**config.mk**
```make
export PLATFORM = sky130hd
export DESIGN_NAME = issue_queue_n
export DESIGN_NICKNAME = d
export VERILOG_FILES = /design/src/rtl/tomasula_types_pkg.sv /design/src/rtl/issue_queue_n_arbiter.sv /design/src/rtl/issue_queue_n.sv
export SDC_FILE = /design/constraint.sdc
export NUM_CORES = 1
export LEC_CHECK = 0
export CORE_ASPECT_RATIO = 1.1
export CORE_MARGIN = 5
export CORE_UTILIZATION = 44
export CTS_CLUSTER_SIZE = 25
export DETAILED_ROUTE_END_ITERATION = 10
export PLACE_DENSITY = 0.64
export SKIP_CTS_REPAIR_TIMING = 1
export SYNTH_ARGS = -nofsm -noshare
export SYNTH_HDL_FRONTEND = slang
export SYNTH_SLANG_ARGS = --single-unit
```
**constraint.sdc**
```tcl
create_clock -name clk -period 4.04 [get_ports clk]
set_input_delay 1.01 -clock clk [delete_from_list [all_inputs] [get_ports clk]]
set_output_delay 1.01 -clock clk [all_outputs]
set_load 0.02 [all_outputs]
```
**src/rtl/tomasula_types_pkg.sv**
```systemverilog
// Shared Tomasulo front-end types: the decoded control word, its opcode set,
// and sizing constants that decode and issue agree on.
package tomasula_types;

    localparam int IQ_DEPTH_DEFAULT = 8;

    typedef enum logic [3:0] {
        OP_NOP = 4'd0,
        OP_ADD = 4'd1,
        OP_SUB = 4'd2,
        OP_AND = 4'd3,
        OP_OR  = 4'd4,
        OP_XOR = 4'd5,
        OP_SLL = 4'd6,
        OP_SRL = 4'd7,
        OP_LD  = 4'd8,
        OP_ST  = 4'd9
    } op_t;

    typedef struct packed {
        op_t         op;
        logic [4:0]  dest_reg;
        logic [4:0]  src1_reg;
        logic [4:0]  src2_reg;
        logic [15:0] imm;
    } ctl_word;

    // Memory ops go to the load/store station rather than an ALU station.
    function automatic logic is_mem_op(input op_t op);
        return (op == OP_LD) || (op == OP_ST);
    endfunction

endpackage

```
**src/rtl/issue_queue_n_arbiter.sv**
```systemverilog
// Stateless station picker: round-robin from rr_ptr or fixed lowest-index
// priority, producing a one-hot grant plus its index.
module issue_rr_arbiter #(
    parameter int NUM_RS = 4,
    parameter bit RR_ARB = 1'b1,
    localparam int IW = (NUM_RS > 1) ? $clog2(NUM_RS) : 1
) (
    input  logic [NUM_RS-1:0] req,
    input  logic [IW-1:0]     rr_ptr,
    input  logic              en,
    output logic [NUM_RS-1:0] grant,
    output logic [IW-1:0]     grant_idx,
    output logic              grant_valid
);

    // Search order position i maps to station slot(i); first free slot wins.
    function automatic int slot(input int i, input logic [IW-1:0] start);
        if (RR_ARB)
            return (int'(start) + i) % NUM_RS;
        return i;
    endfunction

    always_comb begin
        grant       = '0;
        grant_idx   = '0;
        grant_valid = 1'b0;
        for (int i = 0; i < NUM_RS; i++) begin
            for (int j = 0; j < NUM_RS; j++) begin
                if (en && !grant_valid && req[j] && (j == slot(i, rr_ptr))) begin
                    grant[j]    = 1'b1;
                    grant_idx   = IW'(j);
                    grant_valid = 1'b1;
                end
            end
        end
    end

endmodule

```
**src/rtl/issue_queue_n.sv**
```systemverilog
// In-order issue queue: buffers decoded words and dispatches the head to an
// ALU reservation station or the load/store station under ROB/LSQ backpressure.
module issue_queue_n
    import tomasula_types::*;
#(
    parameter int DEPTH  = IQ_DEPTH_DEFAULT,
    parameter int NUM_RS = 4,
    parameter bit RR_ARB = 1'b1,
    localparam int PW = $clog2(DEPTH),
    localparam int CW = $clog2(DEPTH + 1)
) (
    input  logic              clk,
    input  logic              rst,
    input  logic              flush,
    input  logic              enq_valid,
    output logic              enq_ready,
    input  ctl_word           enq_word,
    input  logic [NUM_RS-1:0] rs_empty,
    output logic [NUM_RS-1:0] rs_load,
    input  logic              ldst_rs_empty,
    output logic              ldst_load,
    input  logic              rob_full,
    input  logic              ldst_q_full,
    output logic              rob_load,
    output logic [4:0]        regfile_tag1,
    output logic [4:0]        regfile_tag2,
    output ctl_word           control_o,
    output logic [CW-1:0]     occupancy
);

    localparam int IW = (NUM_RS > 1) ? $clog2(NUM_RS) : 1;

    ctl_word           mem [DEPTH];
    logic [PW-1:0]     head;
    logic [PW-1:0]     tail;
    logic [CW-1:0]     count;
    logic [IW-1:0]     rr_ptr;

    logic              full;
    logic              empty;
    ctl_word           head_word;
    logic              head_is_mem;
    logic              can_issue;
    logic              ldst_issue;
    logic              alu_en;
    logic [NUM_RS-1:0] grant;
    logic [IW-1:0]     grant_idx;
    logic              grant_valid;
    logic              issue;
    logic              enq_fire;

    assign full        = (count == CW'(DEPTH));
    assign empty       = (count == '0);
    assign head_word   = mem[head];
    assign head_is_mem = is_mem_op(head_word.op);

    assign can_issue   = !empty && !flush && !rob_full;
    assign ldst_issue  = can_issue && head_is_mem && ldst_rs_empty && !ldst_q_full;
    assign alu_en      = can_issue && !head_is_mem;

    issue_rr_arbiter #(
        .NUM_RS (NUM_RS),
        .RR_ARB (RR_ARB)
    ) u_arb (
        .req         (rs_empty),
        .rr_ptr      (rr_ptr),
        .en          (alu_en),
        .grant       (grant),
        .grant_idx   (grant_idx),
        .grant_valid (grant_valid)
    );

    assign issue     = ldst_issue || grant_valid;
    assign rs_load   = grant;
    assign ldst_load = ldst_issue;
    assign rob_load  = issue;

    // No dequeue credit: a full queue refuses even while it issues.
    assign enq_ready = !full;
    assign enq_fire  = enq_valid && !full && !flush;

    assign control_o    = empty ? '0 : head_word;
    assign regfile_tag1 = empty ? '0 : head_word.src1_reg;
    assign regfile_tag2 = empty ? '0 : head_word.src2_reg;
    assign occupancy    = count;

    always_ff @(posedge clk) begin
        if (enq_fire)
            mem[tail] <= enq_word;
    end

    always_ff @(posedge clk or posedge rst) begin
        if (rst) begin
            head   <= '0;
            tail   <= '0;
            count  <= '0;
            rr_ptr <= '0;
        end else if (flush) begin
            head  <= '0;
            tail  <= '0;
            count <= '0;
        end else begin
            if (enq_fire)
                tail <= tail + 1'b1;
            if (issue)
                head <= head + 1'b1;
            if (enq_fire && !issue)
                count <= count + 1'b1;
            else if (!enq_fire && issue)
                count <= count - 1'b1;
            // Only ALU issues move the round-robin pointer.
            if (grant_valid)
                rr_ptr <= (int'(grant_idx) == NUM_RS - 1) ? '0 : grant_idx + 1'b1;
        end
    end

endmodule
```
==> impl_metrics.tcl, run 1 <==
set metrics [dict create \
    grt.overflow.total 0 \
    syn_nets 628 \
    maxSlewViolCount 0 \
    route.detailed.drc 0 \
    wire_per_inst_um 21.8 \
    status "completed" \
    final_common_cell "edfxtp_1" \
    vias_per_cell 5.26 \
    place.gp.congestion 0.759 \
    worstMarginPinSlew_ns 0.723 \
    fin_crit_sh_pct 95.3 \
    hold_ws_ns 0.633 \
    clkLatencyLatePin_ns 0.53 \
    crit_arrival_ns 2.84 \
    rsz0062_at_grt "no" \
    slew_headroom_pct 51.4 \
    hpwl_um 13700 \
    clockBufferDepth 3 \
    drive_gt1_share_pct 22.1 \
    pre_cts_slack_ns 0.0537 \
    core_area_sq_mm 0.0261 \
    grt_usage_pct 16.0 \
    cp_max_fo 33 \
    area_growth_syn_to_layout_pct 21.8 \
    min_path_type "register to register" \
    worstSetupStartpointType "register" \
    fin_crit_ns 3.85 \
    setup_slack_ns 0.189 \
    criticalPathCategory "register to primary output" \
    pin_count 102 \
    yosysWarnings 0 \
    dr.pass1.iters 4 \
    antenna_found_initial 2 \
    nNetsFinal 755 \
    powerDensity_mw_per_mm2 562 \
    finalHoldViolations 0 \
    synth_seq_cells 292 \
    antenna_cells 0 \
    setup_viol 0 \
    grt_pass1_vias 6204 \
    synthDistinctLibCells 38 \
    wl_met2_um 12000 \
    htreeDepth 1 \
    worstPathRequired_ns 3.03 \
    syn_area_sq_mm 0.0116 \
    highest_layer "met5" \
    syn_avg_cell_area_sq_um 20.1 \
    num_vias 5663 \
    cts_tree "yes" \
    synth_flop_cell "edfxtp_1" \
    portBuffers 101 \
    clock_sinks 292 \
    totalWireLength_um 23500 \
    grt_max_degree 39 \
    p_total_mw 7.94 \
    grt_pass1_wl_um 36300 \
    antenna_left 0 \
    maxCapViolCount 0 \
    die_y_um 180 \
    path_clk_slew_ns 0.06 \
    netlist_instances 577 \
    max_freq_ghz 0.260 \
    root_buffer "clkbuf_16" \
    post-route-util_pct 54.2 \
    cts_buffers 29 \
    dr_wl_met3_um 962 \
    wl_met1_um 10200 \
    p_leak_nw 4.54 \
    final_cell_mix "280 x edfxtp_1, 95 x clkdlybuf4s50_1, 70 x mux4_2" \
    die_x_um 165 \
    dr.first_iter.drc_count 444 \
    async_reset_ff_share_pct 4.11 \
    worstSetupEndpointType "primary output" \
    vdd_ir_drop_max_v 0.000326 \
    synth_edf_count 280 \
    start_util_pct 44.5 \
    finClkSkew_ns 0.0118 \
    ys_seq_area_share_pct 75.0 \
    placementRows 62 \
    design.die.area_sq_mm 0.0297 \
]
worst paths after layout:
kind,start,end,slack (ns),cells after the start
setup / recovery,head[0]$_DFFE_PP0P_,control_o[27],0.19,5
hold / removal,tail[0]$_DFFE_PP0P_,tail[0]$_DFFE_PP0P_,0.63,2
setup reg to reg,head[1]$_DFFE_PP0P_,occupancy[3]$_DFFE_PP0P_,0.73,12
hold reg to reg,tail[0]$_DFFE_PP0P_,tail[0]$_DFFE_PP0P_,0.63,2
max in group asynchronous,rst,head[1]$_DFFE_PP0P_,2.84,2
min in group asynchronous,rst,occupancy[3]$_DFFE_PP0P_,0.81,2
worst max-delay path, cell delays in order (launching register included):
cell and delay [ns]:
dfrtp_4 0.48, clkbuf_8 0.41, mux4_2 0.56, mux2i_1 0.18, nor2_1 0.08, clkdlybuf4s50_1 0.56
routing by layer:
metal  vias up  global-route usage (%)
met2       116                    27.4
li1       2570                       -
met5         -                       0
met1      2944                    21.8
met4         4                    3.69
met3        29                    2.49
metrics by stage:
step                      TNS, ns  cell area, sq um  instances
after floorplan                 0             11600        577
after global placement          0             13200       1025
after detailed placement        0             13200       1025
after CTS                  -0.842             14100       1076
after global routing            0             14100       1076
final                           0             14100       1076
cells by family after synthesis:
logic type      after synthesis  share of synthesized area [%]
xor+xnor                      5                          0.377
flops                       292                           75.0
compound gates               27                           1.47
fa+ha+maj                     5                          0.604
buf+inv                      45                           1.92
simple gates                 93                           3.48
mux                         110                           17.1
layout make-up:
type / instances / area, sq um
inverters: 6 / 22.5
clock buffers: 34 / 744
repair buffers: 135 / 1330
fillers: 2028 / 11900
multi-input cells: 240 / 2750
clock inverters: 17 / 136
flip-flops and latches: 292 / 8720
well taps: 352 / 440
Yosys cell counts (all sizes together), types with 4 or more instances:
library cell,n,area [sq um]
a21oi,11,55.1
buf,22,136
clkbuf,17,63.8
dfrtp,12,300
edfxtp,280,8410
ha,4,50.1
inv,6,22.5
mux2,5,60.1
mux2i,35,350
mux4,70,1580
nand2,12,45.0
nor2,60,225
nor2b,4,25.0
nor3,4,20.0
power breakdown:
part | internal (mW) | switching (mW) | total [mW]
Clock | 1.44 | 1.05 | 2.49
Combinational | 0.913 | 1.03 | 1.94
Sequential | 3.44 | 0.0815 | 3.52
state kept, by name (all words and copies together) (netlist names):
signal / flops
rr_ptr: 2
mem: 280
occupancy: 4
head: 3
tail: 3
Note: power is estimated with default switching activity, not from simulation.
==> run 2, diff against run 1 <==
Settings changed: ABC_CLOCK_PERIOD_IN_PS set to 4040.
==> results of run 2 <==
Final layout, timing and power as in run 1 (identical DEF).
==> run 3, diff against run 2 <==
Settings changed: CAP_MARGIN set to 40, CORE_UTILIZATION 44 to 37, PLACE_DENSITY 0.64 to 0.55.
==> run 3 against run 2 <==
Against the previous run:
- routed wire length increased by 4.8%
- global-route usage decreased by 2.0 points
- sequential share of layout area decreased by 0.44 points
- critical path depth increased by 1
- sequential power about the same
- clock power decreased by 5%
- via count increased by 1.7%
- power decreased by 1.4%
==> impl_metrics.tcl, run 3 (synthesis gave the netlist of run 1 again) <==
set metrics [dict create \
    rsz0062_at_grt "no" \
    route.detailed.drc 0 \
    maxCapViolCount 0 \
    worst_path_max_delay_cell "clkdlybuf4s50_1" \
    portBuffers 101 \
    placementRows 68 \
    area_growth_syn_to_layout_pct 22.7 \
    slowest_delay_ns 0.55 \
    p_leak_nw 4.57 \
    criticalPathCategory "register to primary output" \
    crit_buf_inv 3 \
    crit_chain "buf_4 -> buf_6 -> mux4_2 -> mux2i_1 -> nor2_1 -> clkdlybuf4s50_1" \
    grt.overflow.total 0 \
    worstSetupEndpointType "primary output" \
    powerDensity_mw_per_mm2 550 \
    path_clk_slew_ns 0.06 \
    design.die.area_sq_mm 0.0350 \
    wire_per_inst_um 21.4 \
    vdd_ir_drop_max_v 0.000233 \
    die_y_um 196 \
    fin_crit_ns 3.87 \
    htreeDepth 1 \
    status "completed" \
    fillCellCount 2675 \
    crit_arrival_ns 2.86 \
    final_cell_mix "280 x edfxtp_1, 95 x clkdlybuf4s50_1, 70 x mux4_2" \
    grt_max_degree 38 \
    instances_no_fill 1151 \
    clkLatencyLatePin_ns 0.54 \
    slew_headroom_pct 63.9 \
    maxSlewViolCount 0 \
    worstMarginPinSlew_ns 0.540 \
    place.gp.congestion 0.741 \
    grt_pass1_vias 6123 \
    grt_pass1_wl_um 37100 \
    dr.pass1.iters 4 \
    setup_viol 0 \
    root_buffer "clkbuf_16" \
    pre_cts_slack_ns 0.0651 \
    min_path_type "register to register" \
    antenna_left 0 \
    seqCellArea_sq_mm 0.00872 \
    vias_per_cell 5.00 \
    setup_tns_ns 0 \
    regMostFlops "mem" \
    drive_gt1_share_pct 22.7 \
    clock_sinks 292 \
    final_common_cell "edfxtp_1" \
    multi_input_area_sq_mm 0.00275 \
    pin_count 102 \
    hpwl_um 14800 \
    worstPathRequired_ns 3.03 \
    num_vias 5757 \
    finalHoldViolations 0 \
    cp_max_fo 32 \
    antenna_found_initial 1 \
    dr.first_iter.drc_count 281 \
    cts_buffers 28 \
    die_x_um 179 \
    start_util_pct 37.3 \
    totalWireLength_um 24600 \
    dp_cells 1095 \
    max_freq_ghz 0.258 \
    setup_slack_ns 0.168 \
    core_area_sq_mm 0.0311 \
    clockBufferDepth 3 \
    fin_crit_sh_pct 95.8 \
    finClkSkew_ns 0.00670 \
    worstSetupStartpointType "register" \
    cts_tree "yes" \
    nNetsFinal 762 \
    critPathTopFamily "buffers and inverters" \
    largest_reg_flops 280 \
    grt_usage_pct 14.0 \
]
==> run 3: power breakdown <==
| part | leakage, nW | switching [mW] | total (mW) | internal [mW] |
|---|---|---|---|---|
| registers | 2.68 | 0.0804 | 3.52 | 3.44 |
| logic | 1.47 | 1.04 | 1.95 | 0.908 |
| clock network | 0.410 | 1.04 | 2.37 | 1.33 |
| total | 4.57 | 2.16 | 7.84 | 5.67 |
==> run 3: worst register-to-register path, cell delays in order, from the launching register on <==
cell and delay, ns:
dfrtp_4 0.52, mux4_2 0.52, mux2_2 0.31, o31a_1 0.30
nor2_1 0.13, buf_4 0.13, nand2_1 0.08, ha_1 0.29
a21o_1 0.18, a21oi_1 0.18, nand2_1 0.08, o22a_1 0.20
mux2_4 0.30
==> run 3: cell type report <==
class                   instances  share of cell area [%]
repair buffers                143                    9.78
flip-flops and latches        292                    61.2
clock inverters                16                   0.755
diodes                          1                  0.0176
inverters                       6                   0.158
clock buffers                  33                    5.05
well taps                     420                    3.69
multi-input cells             240                    19.3
==> run 3: per-stage QoR <==
stage	total power [mW]	instance area, sq um	hold slack [ns]	util [%]
detailed placement	5.56	13300	0.605	42.8
floorplan	4.73	11600	0.550	-
finish	7.84	14200	0.616	45.7
global route	8.19	14200	0.674	45.7
CTS	7.94	14200	0.618	45.5
global placement	5.53	13300	0.575	42.8
==> run 3: metal layers <==
layer	GRT usage, %	vias to the layer above	wire (um)
met5	0	-	20
met4	2.90	2	340
met3	2.81	28	1370
met2	24.0	129	12300
met1	18.6	3005	10500
li1	-	2593	-
==> run 3: worst paths after layout <==
check	to	startpoint	cells past startpoint	slack, ns
worst max-delay path	control_o[0]	head[1]$_DFFE_PP0P_	6	0.17
worst min-delay path	tail[0]$_DFFE_PP0P_	tail[0]$_DFFE_PP0P_	2	0.62
worst max register to register	occupancy[3]$_DFFE_PP0P_	head[1]$_DFFE_PP0P_	12	0.72
worst min register to register	tail[0]$_DFFE_PP0P_	tail[0]$_DFFE_PP0P_	2	0.62
max in group asynchronous	head[1]$_DFFE_PP0P_	rst	2	2.82
min in group asynchronous	occupancy[3]$_DFFE_PP0P_	rst	2	0.82
